## config.mk

```make
export PLATFORM = sky130hd
export DESIGN_NAME = hlsm_launcher
export DESIGN_NICKNAME = d
export VERILOG_FILES = /design/src/rtl/hlsm_pkg.sv /design/src/rtl/hlsm_cycle_counter.sv /design/src/rtl/hlsm_launcher.sv
export SDC_FILE = /design/constraint.sdc
export NUM_CORES = 1
export LEC_CHECK = 0
export BUFFER_PORTS_ARGS = -buffer_cell sky130_fd_sc_hd__buf_2
export CORE_ASPECT_RATIO = 1.25
export CORE_UTILIZATION = 35
export DETAILED_ROUTE_END_ITERATION = 8
export PLACE_DENSITY = 0.67
export SLEW_MARGIN = 30
export SYNTH_ARGS = -nofsm -noshare
export SYNTH_HDL_FRONTEND = slang
export SYNTH_HIERARCHICAL = 1
export SYNTH_SLANG_ARGS = --single-unit
```

## constraint.sdc

```tcl
create_clock -name Clk -period 1.8 [get_ports Clk]
set_clock_uncertainty 0.1 [all_clocks]
set_input_delay 0 -clock Clk [delete_from_list [all_inputs] [get_ports Clk]]
set_output_delay 0 -clock Clk [all_outputs]
set_load 0.005 [all_outputs]
```

## src/rtl/hlsm_pkg.sv

```systemverilog
// rtl/hlsm_pkg.sv - shared state encoding and default constants for the HLSM launcher
package hlsm_pkg;

    typedef enum logic [1:0] {
        IDLE = 2'd0,
        RUN  = 2'd1,
        HOLD = 2'd2
    } hlsm_state_t;

    localparam int DATA_W_DEF  = 16;
    localparam int TIMEOUT_DEF = 64;
    localparam int MIN_RUN_DEF = 2;

    // Bits needed to hold every count value from 0 up to and including limit.
    function automatic int cnt_width(input int limit);
        return (limit < 1) ? 1 : $clog2(limit + 1);
    endfunction

endpackage

```

## src/rtl/hlsm_cycle_counter.sv

```systemverilog
// rtl/hlsm_cycle_counter.sv - run-length counter that saturates at LIMIT and flags MIN/LIMIT
module hlsm_cycle_counter
    import hlsm_pkg::*;
#(
    parameter int LIMIT = TIMEOUT_DEF,
    parameter int MIN   = MIN_RUN_DEF
) (
    input  logic Clk,
    input  logic Rst,
    input  logic i_clear,
    input  logic i_en,
    output logic o_at_min,
    output logic o_at_limit
);

    localparam int            CW      = cnt_width(LIMIT);
    localparam logic [CW-1:0] LIMIT_C = CW'(LIMIT);
    localparam logic [CW-1:0] MIN_C   = CW'(MIN);

    logic [CW-1:0] r_count;

    always_ff @(posedge Clk) begin
        if (Rst || i_clear) begin
            r_count <= '0;
        end else if (i_en && (r_count != LIMIT_C)) begin
            r_count <= r_count + 1'b1;
        end
    end

    assign o_at_min   = (r_count >= MIN_C);
    assign o_at_limit = (r_count == LIMIT_C);

endmodule

```

## src/rtl/hlsm_launcher.sv

```systemverilog
// rtl/hlsm_launcher.sv - accepts one operand set, runs the HLSM datapath, returns result or timeout
module hlsm_launcher
    import hlsm_pkg::*;
#(
    parameter int DATA_W  = DATA_W_DEF,
    parameter int TIMEOUT = TIMEOUT_DEF,
    parameter int MIN_RUN = MIN_RUN_DEF
) (
    input  logic                     Clk,
    input  logic                     Rst,
    input  logic                     in_valid,
    output logic                     in_ready,
    input  logic signed [DATA_W-1:0] in_a,
    input  logic signed [DATA_W-1:0] in_b,
    input  logic signed [DATA_W-1:0] in_c,
    input  logic signed [DATA_W-1:0] in_d,
    input  logic signed [DATA_W-1:0] in_e,
    output logic                     Start,
    output logic signed [DATA_W-1:0] a,
    output logic signed [DATA_W-1:0] b,
    output logic signed [DATA_W-1:0] c,
    output logic signed [DATA_W-1:0] d,
    output logic signed [DATA_W-1:0] e,
    input  logic signed [DATA_W-1:0] i,
    input  logic                     Done,
    output logic                     out_valid,
    input  logic                     out_ready,
    output logic signed [DATA_W-1:0] out_data,
    output logic                     out_err
);

    hlsm_state_t r_state;
    hlsm_state_t w_state_next;

    logic signed [DATA_W-1:0] r_a, r_b, r_c, r_d, r_e;
    logic signed [DATA_W-1:0] r_out_data;
    logic                     r_out_err;

    logic w_accept;
    logic w_at_min;
    logic w_at_limit;
    logic w_done_q;
    logic w_timeout;
    logic w_finish;

    hlsm_cycle_counter #(
        .LIMIT (TIMEOUT),
        .MIN   (MIN_RUN)
    ) u_cycle_counter (
        .Clk        (Clk),
        .Rst        (Rst),
        .i_clear    (w_accept),
        .i_en       (r_state == RUN),
        .o_at_min   (w_at_min),
        .o_at_limit (w_at_limit)
    );

    assign w_accept  = (r_state == IDLE) && in_valid;
    // Early Done is a leftover level from the previous run, so it only counts past MIN_RUN.
    assign w_done_q  = (r_state == RUN) && Done && w_at_min;
    assign w_timeout = (r_state == RUN) && w_at_limit;
    assign w_finish  = w_done_q || w_timeout;

    always_ff @(posedge Clk) begin
        if (Rst) begin
            r_state    <= IDLE;
            r_a        <= '0;
            r_b        <= '0;
            r_c        <= '0;
            r_d        <= '0;
            r_e        <= '0;
            r_out_data <= '0;
            r_out_err  <= 1'b0;
        end else begin
            r_state <= w_state_next;
            if (w_accept) begin
                r_a <= in_a;
                r_b <= in_b;
                r_c <= in_c;
                r_d <= in_d;
                r_e <= in_e;
            end
            if (w_done_q) begin
                r_out_data <= i;
                r_out_err  <= 1'b0;
            end else if (w_timeout) begin
                r_out_data <= '0;
                r_out_err  <= 1'b1;
            end
        end
    end

    always_comb begin
        w_state_next = r_state;
        case (r_state)
            IDLE:    if (in_valid)  w_state_next = RUN;
            RUN:     if (w_finish)  w_state_next = HOLD;
            HOLD:    if (out_ready) w_state_next = IDLE;
            default: w_state_next = IDLE;
        endcase
    end

    // Start falls in the finishing cycle itself so it is never seen alongside a captured result.
    assign Start     = (r_state == RUN) && !w_finish;
    assign in_ready  = (r_state == IDLE);
    assign out_valid = (r_state == HOLD);
    assign out_data  = r_out_data;
    assign out_err   = r_out_err;
    assign a         = r_a;
    assign b         = r_b;
    assign c         = r_c;
    assign d         = r_d;
    assign e         = r_e;

endmodule

```

# --- Word-level counts from Yosys, hierarchy flattened ---
# Index checks and enable logic that the tools add are counted.
classes:
  n_addsub: 1
  magnitude_cmp: 1
  eq_ne: 7
  muxes: 6
  reduce_logical: 13
ops:
  columns: ["op", "n"]
  rows:
  - ["16-bit two-way mux", 2]
  - ["7-bit by 1-bit adder with 7-bit output, second input constant", 1]
  - ["7-bit == test, second input constant", 1]
  - ["7-bit by 2-bit >= comparator with 1-bit output, second input constant", 1]
  - ["7-bit inequality test, second input constant", 1]
  - ["1-bit logical AND", 6]
  - ["2-bit two-way mux", 3]
  - ["2-bit one-hot mux with 3 select lines", 1]
  - ["2-bit inequality test, second input constant", 2]
  - ["3-bit AND reduction", 1]
  - ["2-bit by 1-bit == test with 1-bit output, second input constant", 1]
  - ["2-bit == test, second input constant", 1]
  - ["2-bit zero test", 1]
  - ["1-bit logical OR", 2]
  - ["2-bit by 1-bit inequality test with 1-bit output, second input constant", 1]
  - ["2-bit nonzero test", 1]
  - ["2-bit OR reduction", 1]
  - ["1-bit zero test", 1]
totals:
  reg_bits: 106
  inputBits: 101
  elab_cells: 37

# --- Depth between registers and ports, before layout ---
# Gate-level depths: netlist (run 1).
logic_depth:
  depth_word: 6
  depth_mapped: 8
  depth_no_buf: 7

# --- Cells and area by module ---
# The synthesis (run 1) kept the hierarchy.
by_module_without_submodules:
  columns: ["mod", "instances", "cells_per_inst", "area_per_inst_um2", "seq_area_each_um2"]
  rows:
  - ["hlsm_launcher", 1, 400, 3402.0, 1981.9]
  - ["hlsm_cycle_counter", 1, 45, 390.4, 140.1]

# --- Worst setup path after synthesis (run 1) ---
# No wires, ideal clock.
synth_path:
  path_type: "register to register"
  startpoint: "reg u_cycle_counter.r_count[0]"
  endpoint: "reg r_out_data[10] (netlist: out_data[10])"
  arrival_time_ns: 1.622
  required_time_ns: 1.641
  path_slack_ns: 0.019
  stages_incl_launch_ff: 9
  path_buffers: 1
  synth_period_minus_slack_ns: 1.781
  cell_sequence: "dfxtp_1 > inv_1 > ha_1 > nor3_1 > nand2_1 > a21o_1 > a21oi_2 > buf_2 > a22o_1"
synth_via:
  elab_chain_len: 3
  elab_cells_between_ends: 6
synth_rtl:
  columns: ["item", "line", "text"]
  rows:
  - ["start, declared", "hlsm_cycle_counter.sv:20", "logic [CW-1:0] r_count;"]
  - ["start signal, assigned", "hlsm_cycle_counter.sv:26", "r_count <= r_count + 1'b1;"]
  - ["7-bit by 2-bit >= comparator with 1-bit output *", "hlsm_cycle_counter.sv:30", "assign o_at_min = (r_count >= MIN_C);"]
  - ["net w_at_min", "hlsm_launcher.sv:40", "logic w_at_min;"]
  - ["1-bit logical AND *", "hlsm_launcher.sv:60", "assign w_done_q = (r_state == RUN) && Done && w_at_min;"]
  - ["16-bit two-way mux / 2-bit nonzero test (equally long branches)", null, null]
  - ["end signal, assigned", "hlsm_launcher.sv:84", "r_out_data <= i;"]
  - ["end, declared", "hlsm_launcher.sv:36", "logic signed [DATA_W-1:0] r_out_data;"]
# Mark *: on every way through the listed nets, which the timed path passes. The rest lies on a longest branch.
# A chain may end at the register's enable or synchronous reset.

# --- Final worst setup path (run 1) ---
layout_path:
  startpoint: "reg u_cycle_counter.r_count[2]"
  endpoint: "out Start"
layout_via:
  elab_chain_len: 5
  elab_cells_between_ends: 7
layout_rtl:
  columns: ["item", "line", "text"]
  rows:
  - ["7-bit by 2-bit >= comparator with 1-bit output", "hlsm_cycle_counter.sv:30", null]
  - ["net w_at_min", "hlsm_launcher.sv:40", null]
  - ["1-bit logical AND", "hlsm_launcher.sv:60", null]
  - ["1-bit logical OR", "hlsm_launcher.sv:62", "assign w_finish = w_done_q || w_timeout;"]
  - ["1-bit zero test", "hlsm_launcher.sv:104", "assign Start = (r_state == RUN) && !w_finish;"]
  - ["1-bit logical AND", "hlsm_launcher.sv:104", null]
  - ["end, declared", "hlsm_launcher.sv:18", "output logic Start,"]
# The timed path passes the listed nets, and every way through them passes these cells.

==> metrics.md, run 1 <==
| Metric | Value |
|---|---|
| Syn_area_per_cell | around 8.5 µm² |
| Post-synth EDFFs | 0 |
| Placer Congestion | roughly 0.71 |
| Worst-Margin Slew | about 500 ps |
| Vias in the first global route | roughly 4000 |
| Cells taking the most area after synthesis | sky130_fd_sc_hd__dfxtp_1 (56%), sky130_fd_sc_hd__nand2_1 (17%), sky130_fd_sc_hd__a21oi_1 (11%), sky130_fd_sc_hd__a22o_1 (3.7%), sky130_fd_sc_hd__buf_6 (2.4%) |
| Total Die Area | about 11000 µm² |
| Depth of the most critical reg-to-reg path | 6 |
| Maximum number of buffers from clock root to sink | 2 |
| Synth cell types | 32 |
| Synth Flop Type | sky130_fd_sc_hd__dfxtp_1 |
| Max-capacitance violation count | 0 |
| Instance area after placement | approximately 4900 µm² |
| Post-synthesis to final-layout area growth | 65.8% |
| Final count of hold timing violations | 0 |
| Number of buffers added by the clock tree synthesis step | 9 |
| Initial detailed-routing violation count | 177 |
| Vias per inst | 4.67 |
| Unrepaired setup endpoints after global routing | yes |
| Vias after detailed routing | 4094 |
| Total of endpoints with negative setup slack in the final report | 0 |
| Root buffer cell | sky130_fd_sc_hd__clkbuf_16 |
| Post-layout power | between 5 and 6 mW |
| Routed length per instance | 12.8 µm |
| Status | finished, final reports clean |
| Final standard cell area without fillers | around 6300 µm² |
| Final Slew Violations | 0 |
| Wire length reported by the detailed router | ~11000 µm |
| Proportion of synthesized flip-flops having asynchronous set or reset | 0 |
| Path type of the worst min-delay path | primary input to register |
| Critical path startpoint category | register |
| Post-synthesis cell type with the largest combined area | sky130_fd_sc_hd__dfxtp_1 |
| Min-Delay Path Depth | 3 |
| Critical Path Sink Type | output pin |
| DRC Markers | 0 |
| Number of antenna repair diodes | 0 |
| Number of I/O port buffers | 200 |
| Count of nets left with antenna violations after detail routing | 0 |
| Total global routing overflow | 0 |
| Core outline area | approximately 11000 µm² |
| Maximum number of pins on one net before global-route repair | 50 |
| Effective utilization at floorplan | 0.359 |
| Fill cell total of the finished layout | 851 |
| Most common cell in the synthesized netlist | sky130_fd_sc_hd__nand2_1 |
| Final min period | 1790 ps |
| Proportion of synthesized chip area in sequential cells | 0.560 |
| Final nets | about 840 |
| Share of the clock period used by the worst path after layout | 0.996 |
| Fmax | roughly 560 MHz |
| Number of core rows | 42 |
| Chip Height | 118 µm |
| Area of the mapped netlist | approximately 3800 µm² |
| Share of the synthesized area in the top cell type | 0.560 |
| Layout cells sized above 1 | 0.329 |
| Gr usage total | 0.197 |
| CTS tree | yes |
| Die width | about 95 µm |
| Worst setup path class | register to output pin |
| Worst skew pair latency | around 340 ps |
| H-Tree Level Count | 3 |
| Worst-case headroom to the max-slew limit | 0.674 |
| TritonRoute pass-1 iters | 4 |
| Global-route wire length before repair | ~18000 µm |
| Post-synthesis register bit count | 106 |
| Half-perimeter wire length after detailed placement | 6810 µm |
| Highest fanout seen on the critical path | 4 |
| Leakage power | just under 3 nW |
| Count of yosys warnings during synthesis | 6 |
| Synthesized net count | 549 |
| CP required | around 1700 ps |
| Clock Sink Count | between 100 and 150 |
| Antenna violations before repair | 0 |
| Mapped Cells | 445 |
| Arrival time worst endpoint | roughly 1700 ps |
| Ratio of total power to cell area | around 860 nW/µm² |
| Most used standard cells in the synthesized netlist | sky130_fd_sc_hd__nand2_1 (170), sky130_fd_sc_hd__dfxtp_1 (106), sky130_fd_sc_hd__a21oi_1 (84), sky130_fd_sc_hd__clkbuf_1 (17), sky130_fd_sc_hd__a22o_1 (16) |
| Clock input transition at the sequential cells of the worst setup and hold paths | roughly 70 ps |
| Total I/O pin count | ~200 |
| Maximum vdd drop | 0.000437 V |
[stage by stage]
stage / cells / hold WS (ps) / setup TNS, ps / util / setup WS, ps
2_1_floorplan: 445 / 16.1 / 0 / - / 19.3
3_3_place_gp: 761 / 120 / -455 / 0.467 / -30.1
3_5_place_dp: 761 / 121 / -1640 / 0.467 / -116
4_1_cts: 875 / 44.4 / 0 / 0.592 / 31.4
5_1_grt: 877 / 129 / -458 / 0.595 / -76.1
6_report: 877 / 123 / 0 / 0.595 / 6.56
[critical path: stages, from the launching register on]
cell and delay, ps:
sky130_fd_sc_hd__dfxtp_2 330, sky130_fd_sc_hd__nor4_4 360, sky130_fd_sc_hd__nand2_1 150, sky130_fd_sc_hd__a21o_1 250
sky130_fd_sc_hd__nor2_2 130, sky130_fd_sc_hd__buf_2 130
[layout by cell type (no fill, tap or decap), types with 2 or more instances in the layout]
cell / n
sky130_fd_sc_hd__nand2_1: 170
sky130_fd_sc_hd__inv_1: 4
sky130_fd_sc_hd__mux2i_1: 2
sky130_fd_sc_hd__dfxtp_2: 3
sky130_fd_sc_hd__buf_2: 200
sky130_fd_sc_hd__nor2_1: 5
sky130_fd_sc_hd__clkbuf_16: 9
sky130_fd_sc_hd__a22o_1: 16
sky130_fd_sc_hd__buf_12: 5
sky130_fd_sc_hd__clkinv_4: 3
sky130_fd_sc_hd__bufinv_16: 2
sky130_fd_sc_hd__nand4_1: 2
sky130_fd_sc_hd__xor2_1: 2
sky130_fd_sc_hd__a21oi_1: 84
sky130_fd_sc_hd__dlygate4sd3_1: 98
sky130_fd_sc_hd__buf_4: 9
sky130_fd_sc_hd__o21ai_0: 2
sky130_fd_sc_hd__or3_1: 2
sky130_fd_sc_hd__dfxtp_1: 103
sky130_fd_sc_hd__ha_1: 3
[power by group]
part	total [mW]	leakage [nW]	internal [mW]	switching (mW)
logic	0.778	1.94	0.416	0.361
registers	2.52	0.868	2.47	0.0577
clock network	2.11	0.159	1.26	0.854
[metal layers]
layer	vias to the layer above	part of all wire	global-route usage
li1	2048	-	-
met1	1870	0.39	0.207
met2	160	0.52	0.367
met3	16	0.064	0.0463
met4	0	0.019	0.0739
met5	-	0	0
[logic make-up after synthesis]
kind of cell	after synthesis	synth area share
AOI/OAI and AO/OA	109	0.166
xor gates and xnor gates	2	0.00462
DFF	106	0.560
adders and majority gates	3	0.00990
muxes	2	0.00528
and+or+nand+nor	189	0.203
buffers and inverters	34	0.0518
[registers in the layout (all words and copies together), names as in the netlist]
register                 count
a                           16
b                           16
c                           16
d                           16
e                           16
out_data                    16
out_err                      1
r_state                      2
u_cycle_counter/r_count      7
[final cells by class]
type	instances	area [µm²]	area share
clock buffer	10	239	0.0380
timing repair buffer	312	2150	0.342
multi-input combinational	305	1490	0.237
sequential	106	2130	0.338
inverter	6	27.5	0.00438
tap	132	165	0.0263
clock inverter	6	90.1	0.0143
[repair_timing]
action | in CTS | in global routing
setup buffers | 0 | 2
hold endpoints to repair | 98 | 0
hold buffers | 98 | 0
setup endpoints to repair | 17 | 19
gates resized for setup | 2 | 5
pin swaps | 0 | 4
[final timing paths]
| path | start | end | slack [ps] |
|---|---|---|---|
| max | u_cycle_counter/r_count[2] | Start | 7 |
| min | Rst | r_state[1] | 120 |
| max reg2reg | u_cycle_counter/r_count[2] | out_data[13] | 50 |
| min reg2reg | b[6] | b[6] | 350 |
(Power assumes the default switching activity.)
==> run 2: changes to the inputs <==
Settings changed: ABC_AREA set to 1.
==> run 2 against run 1 <==
Wire length up 12%. Via count up 7.8%. Die area up 4.4%. Largest cell class is now flip-flops and latches. Largest power group unchanged. Highest routed layer unchanged.
==> metrics.md, run 2 <==
| Metric | Value |
|---|---|
| Cells taking the most area after synthesis | sky130_fd_sc_hd__dfxtp_1 (54%), sky130_fd_sc_hd__nor2_1 (16%), sky130_fd_sc_hd__o21ai_0 (10%), sky130_fd_sc_hd__nand2_1 (3.1%), sky130_fd_sc_hd__nand3_1 (2.7%) |
| Total Die Area | around 12000 µm² |
| Leading cell type in the layout, fill and taps excluded | sky130_fd_sc_hd__buf_2 |
| Count of yosys warnings during synthesis | 6 |
| Post-synth EDFFs | 0 |
| Effective utilization at floorplan | 0.358 |
| Min Hold Slack | around 18 ps |
| Total of endpoints with negative setup slack in the final report | 0 |
| Status | finished, final reports clean |
| Vias per inst | between 4 and 5 |
| # placed instances | ~820 |
| Worst-case headroom to the max-slew limit | 0.714 |
| H-Tree Level Count | 3 |
| Clock input transition at the sequential cells of the worst setup and hold paths | about 70 ps |
| Maximum vdd drop | roughly 0.00052 V |
| Global-route wire length before repair | approximately 20000 µm |
| Area of the mapped netlist | around 4000 µm² |
| Proportion of synthesized chip area in sequential cells | 0.536 |
| Top cell family by delay on the critical path | simple AND/OR/NAND/NOR gates |
| Number of core rows | 43 |
| Post-synthesis cell type with the largest combined area | sky130_fd_sc_hd__dfxtp_1 |
| Gr usage total | 0.208 |
| Synth Flop Type | sky130_fd_sc_hd__dfxtp_1 |
| Path type of the worst min-delay path | primary input to register |
| Post-synthesis register bit count | around 110 |
| Number of post-CTS setup repair buffers | 0 |
| Root buffer cell | sky130_fd_sc_hd__clkbuf_16 |
| CP required | 1700 ps |
| Half-perimeter wire length after detailed placement | 7650 µm |
| Total global routing overflow | 0 |
| Most common cell in the synthesized netlist | sky130_fd_sc_hd__nor2_1 |
| Critical path startpoint category | register |
| Leakage power | about 3.0 nW |
| Synth cell types | 26 |
| Number of buffers added by the clock tree synthesis step | 9 |
| Final nets | slightly below 900 |
| Most used standard cells in the synthesized netlist | sky130_fd_sc_hd__nor2_1 (171), sky130_fd_sc_hd__dfxtp_1 (106), sky130_fd_sc_hd__o21ai_0 (82), sky130_fd_sc_hd__nand2_1 (33), sky130_fd_sc_hd__nand3_1 (21) |
| Final min period | 1700 ps |
| Routed length per instance | 13.5 µm |
| Worst-Margin Slew | approximately 430 ps |
| Layout cells sized above 1 | 0.312 |
| Antenna violations before repair | 0 |
| Final standard cell count with taps included and fillers excluded | 931 |
| Clock Sink Count | around 110 |
| Maximum number of buffers from clock root to sink | 2 |
| Total I/O pin count | approximately 200 |
| Internal reg-to-reg setup slack | between 100 and 150 ps |
| Core Util, Final | 0.575 |
| Synthesized net count | 607 |
| Worst setup path class | register to output pin |
| Share of the synthesized area in the top cell type | 0.536 |
| Proportion of synthesized flip-flops having asynchronous set or reset | 0 |
| Share of the clock period used by the worst path after layout | 0.946 |
| Initial detailed-routing violation count | around 180 |
| Crit path buf inv count | 3 |
| DRC Markers | 0 |
| Crit path cell chain | inv_2 > ha_1 > nor3_2 > nand3_1 > nand2_2 > nand3_2 > inv_1 > buf_2 |
| TritonRoute pass-1 iters | 4 |
| Chip Height | 121 µm |
| Core outline area | between 10000 and 15000 µm² |
| Ratio of total power to cell area | 870 nW/µm² |
| Die width | around 97 µm |
| Final count of hold timing violations | 0 |
| Critical Path Sink Type | output pin |
| Count of nets left with antenna violations after detail routing | 0 |
| Fmax | between 500 and 600 MHz |
| Number of antenna repair diodes | 0 |
| Placer Congestion | approximately 0.79 |
| Maximum number of pins on one net before global-route repair | around 50 |
| Delay of the slowest cell on the worst path | between 300 and 400 ps |
| Arrival time worst endpoint | between 1500 and 2000 ps |
| Wire length reported by the detailed router | about 13000 µm |
| Worst skew pair latency | roughly 340 ps |
| Syn_area_per_cell | approximately 7.9 µm² |
| Max-capacitance violation count | 0 |
| Vias in the first global route | 4346 |
| Highest-count cells in the layout ignoring fill and taps | sky130_fd_sc_hd__buf_2 (200), sky130_fd_sc_hd__nor2_1 (171), sky130_fd_sc_hd__dfxtp_1 (104) |
| Standard cell with the maximum stage delay on the critical path | sky130_fd_sc_hd__dfxtp_4 |
| Post-synthesis to final-layout area growth | 60.7% |
| Mapped Cells | 503 |
| Vias after detailed routing | around 4400 |
| Final Slew Violations | 0 |
| Number of I/O port buffers | 200 |
| CTS tree | yes |
| Highest fanout seen on the critical path | 5 |
[run 2: report_power, final]
group / leakage, nW / total (mW) / internal [mW] / switching, mW
registers: 0.875 / 2.62 / 2.52 / 0.0967
clock network: 0.149 / 1.98 / 1.12 / 0.860
logic: 1.99 / 0.942 / 0.482 / 0.460
[run 2: repair_timing]
action	4_1_cts	5_1_grt
gates resized for setup	2	9
pin swaps	0	1
setup endpoints to repair	1	19
hold buffers	98	0
hold endpoints to repair	98	0
[run 2: path summary, 6_finish.rpt]
kind	from	endpoint	depth (start not counted)
max	u_cycle_counter/r_count[0]	Start	8
min	Rst	out_data[5]	3
max reg2reg	u_cycle_counter/r_count[0]	out_data[13]	10
min reg2reg	out_err	out_err	2
[run 2: area by class of cell]
| cell class | instances | area, µm² |
|---|---|---|
| clock buffers | 10 | 239 |
| clock inverters | 6 | 65.1 |
| fillers | 970 | 4710 |
| inverters | 17 | 66.3 |
| multi-input cells | 351 | 1610 |
| flip-flops and latches | 106 | 2130 |
| well taps | 135 | 169 |
| repair buffers | 306 | 2090 |
[run 2: routing by layer]
layer / track usage / part of all wire / vias up
met4: 0.108 / 0.027 / 0
li1: - / - / 2187
met2: 0.372 / 0.52 / 176
met5: 0 / 0 / -
met1: 0.226 / 0.39 / 2015
met3: 0.0518 / 0.063 / 34
[run 2: cells by family after synthesis]
family | Yosys count | share of synthesized area
DFF | 106 | 0.536
adders and majority gates | 3 | 0.00947
buffers and inverters | 46 | 0.0647
AOI/OAI and AO/OA | 104 | 0.133
and+or+nand+nor | 241 | 0.250
xor gates and xnor gates | 3 | 0.00663
[run 2: metrics by stage]
| step | power, mW | area, µm² | setup slack [ps] | TNS, ps |
|---|---|---|---|---|
| 2_1_floorplan | 3.07 | 3960 | 141 | 0 |
| 3_3_place_gp | 3.39 | 5050 | 120 | 0 |
| 3_5_place_dp | 3.42 | 5050 | 15.2 | 0 |
| 4_1_cts | 5.58 | 6340 | 18.1 | 0 |
| 5_1_grt | 5.81 | 6370 | -6.93 | -6.93 |
| 6_report | 5.54 | 6370 | 96.6 | 0 |
[run 2: worst min-delay path: cells and delay by family]
kind,cells,cell delay (ps)
buffers and inverters,2,370
AOI/OAI and AO/OA,1,40
==> run 3: changes to the inputs <==
Settings changed: CTS_BUF_LIST set to sky130_fd_sc_hd__clkbuf_4 sky130_fd_sc_hd__clkbuf_8, GPL_TIMING_DRIVEN set to 0.
==> run 3 against run 2 <==
Clock-buffer cell count unchanged. Sequential share of layout area down 0.55 points. Maximum frequency up 0.65%. Critical path depth is 2 higher. Clock power shrank 9%. Flip-flop and latch count unchanged. Hold slack got worse by 5.3 ps. Combinational power rose by 4.6%. Critical path type is now register to register. Critical endpoint is now out_data[13].
==> metrics.md, run 3 (same netlist as run 2, synthesis figures left out) <==
| Metric | Value |
|---|---|
| Status | finished, final reports clean |
| Post-synthesis to final-layout area growth | 63.3% |
| Highest fanout seen on the critical path | 7 |
| Fmax | slightly below 600 MHz |
| Antenna violations before repair | 0 |
| Highest-count cells in the layout ignoring fill and taps | sky130_fd_sc_hd__buf_2 (208), sky130_fd_sc_hd__nor2_1 (171), sky130_fd_sc_hd__dfxtp_1 (103) |
| Number of core rows | 43 |
| CP required | around 2000 ps |
| Max-capacitance violation count | 0 |
| Unrepaired setup endpoints after global routing | no |
| Final min period | ~1700 ps |
| Final Slew Violations | 0 |
| Maximum number of pins on one net before global-route repair | 18 |
| Standard cell with the maximum stage delay on the critical path | sky130_fd_sc_hd__dfxtp_2 |
| Total Die Area | between 10000 and 15000 µm² |
| Layout cells sized above 1 | 0.323 |
| Wire length reported by the detailed router | between 10000 and 15000 µm |
| Arrival time worst endpoint | between 1500 and 2000 ps |
| TritonRoute pass-1 iters | 4 |
| Post-layout power | between 5 and 6 mW |
| Final standard cell area without fillers | approximately 6500 µm² |
| Gr usage total | 0.209 |
| Worst-Margin Slew | approximately 490 ps |
| Maximum number of buffers from clock root to sink | 2 |
| DRC Markers | 0 |
| Critical Path Sink Type | register |
| Core outline area | 11100 µm² |
| Number of antenna repair diodes | 0 |
| Chip Height | ~120 µm |
| Root buffer cell | sky130_fd_sc_hd__clkbuf_8 |
| Placer Congestion | approximately 0.8 |
| Top cell family by delay on the critical path | simple AND/OR/NAND/NOR gates |
| Leakage power | ~3 nW |
| Worst-case headroom to the max-slew limit | 0.672 |
| Vias in the first global route | 4450 |
| Half-perimeter wire length after detailed placement | roughly 8100 µm |
| Clock input transition at the sequential cells of the worst setup and hold paths | around 100 ps |
| Maximum vdd drop | just under 0.0004 V |
| Total global routing overflow | 0 |
| Die width | between 90 and 100 µm |
| Routed length per instance | between 10 and 15 µm |
| Number of I/O port buffers | 200 |
| Vias per inst | around 4.7 |
| Critical path startpoint category | register |
| Total I/O pin count | 201 |
| Total of endpoints with negative setup slack in the final report | 0 |
| Worst skew pair latency | between 300 and 400 ps |
| Number of buffers added by the clock tree synthesis step | 9 |
| Effective utilization at floorplan | 0.358 |
| Vias after detailed routing | approximately 4500 |
| Final total negative setup slack | 0 ps |
| Instance area after placement | just over 5000 µm² |
| Crit path buf inv count | 3 |
| Leading cell type in the layout, fill and taps excluded | sky130_fd_sc_hd__buf_2 |
| H-Tree Level Count | 3 |
| Crit path cell chain | inv_1 > ha_2 > nor3_2 > nand3_1 > nand2_2 > inv_1 > nand2_4 > buf_6 > nand3_1 > a21oi_1 |
| Path type of the worst min-delay path | primary input to register |
| Share of the clock period used by the worst path after layout | 0.940 |
| Global-route wire length before repair | 19600 µm |
| Initial detailed-routing violation count | between 100 and 150 |
| Ratio of total power to cell area | around 830 nW/µm² |
| Clock Sink Count | about 110 |
| CTS tree | yes |
| Delay of the slowest cell on the worst path | ~340 ps |
| Count of nets left with antenna violations after detail routing | 0 |
| Final nets | 923 |
| Min Hold Slack | 12.2 ps |
| Final count of hold timing violations | 0 |
| Worst setup path class | register to register |
## run 3: changes by cell type in the layout (fill, tap and decap cells not counted), moves of 4 or more
| cell | delta |
|---|---|
| sky130_fd_sc_hd__buf_12 | -4 |
| sky130_fd_sc_hd__buf_2 | +8 |
| sky130_fd_sc_hd__buf_6 | +10 |
| sky130_fd_sc_hd__clkbuf_1 | +9 |
| sky130_fd_sc_hd__clkbuf_16 | -9 |
| sky130_fd_sc_hd__clkbuf_8 | +9 |
## run 3: worst reg2reg max path, stage by stage, from the launching register on
cell                      delay [ps]
sky130_fd_sc_hd__dfxtp_2         340
sky130_fd_sc_hd__inv_1            70
sky130_fd_sc_hd__ha_2            180
sky130_fd_sc_hd__nor3_2           90
sky130_fd_sc_hd__nand3_1         120
sky130_fd_sc_hd__nand2_2         140
sky130_fd_sc_hd__inv_1            80
sky130_fd_sc_hd__nand2_4         120
sky130_fd_sc_hd__buf_6           130
sky130_fd_sc_hd__nand3_1          80
sky130_fd_sc_hd__a21oi_1         170
## run 3: what timing repair did
| action | 4_1_cts | 5_1_grt |
|---|---|---|
| gates cloned | 0 | 1 |
| hold endpoints to repair | 106 | 0 |
| gates resized for setup | 6 | 11 |
| setup buffers | 1 | 4 |
| hold buffers | 99 | 0 |
| pin swaps | 0 | 2 |
| endpoints found under the setup margin | 15 | 16 |
## run 3: power by group
group	internal, mW	leakage, nW	switching [mW]
clock	0.964	0.119	0.837
combinational	0.512	2.08	0.473
sequential	2.52	0.875	0.0952
total	4.00	3.08	1.40
## run 3: worst paths after layout
kind | start | end | slack (ps) | cells past startpoint
setup / recovery | u_cycle_counter/r_count[0] | out_data[13] | 110 | 10
hold / removal | in_valid | b[13] | 10 | 4
setup reg to reg | u_cycle_counter/r_count[0] | out_data[13] | 110 | 10
hold reg to reg | out_err | out_err | 370 | 2
## run 3: cell type report
class,instances,area (µm²)
fill,959,4610
sequential,106,2130
timing repair buffer,305,2040
multi-input combinational,351,1620
buffer,29,199
tap,135,169
clock buffer,10,138
clock inverter,6,114
inverter,17,66.3
## run 3: routing by layer
metal / vias up / track usage / routed length [µm]
li1: 2242 / - / -
met4: 0 / 0.131 / 441
met5: - / 0 / 0
met3: 39 / 0.0438 / 777
met1: 2052 / 0.209 / 4850
met2: 190 / 0.392 / 6650
## run 3: per-stage QoR
| step | utilization | setup WS [ps] | cells |
|---|---|---|---|
| global route | 0.584 | 10.9 | 959 |
| global placement | 0.463 | -93.6 | 838 |
| detailed placement | 0.463 | -143 | 838 |
| finish | 0.584 | 108 | 959 |
| CTS | 0.577 | 42.5 | 954 |
| floorplan | - | 141 | 503 |
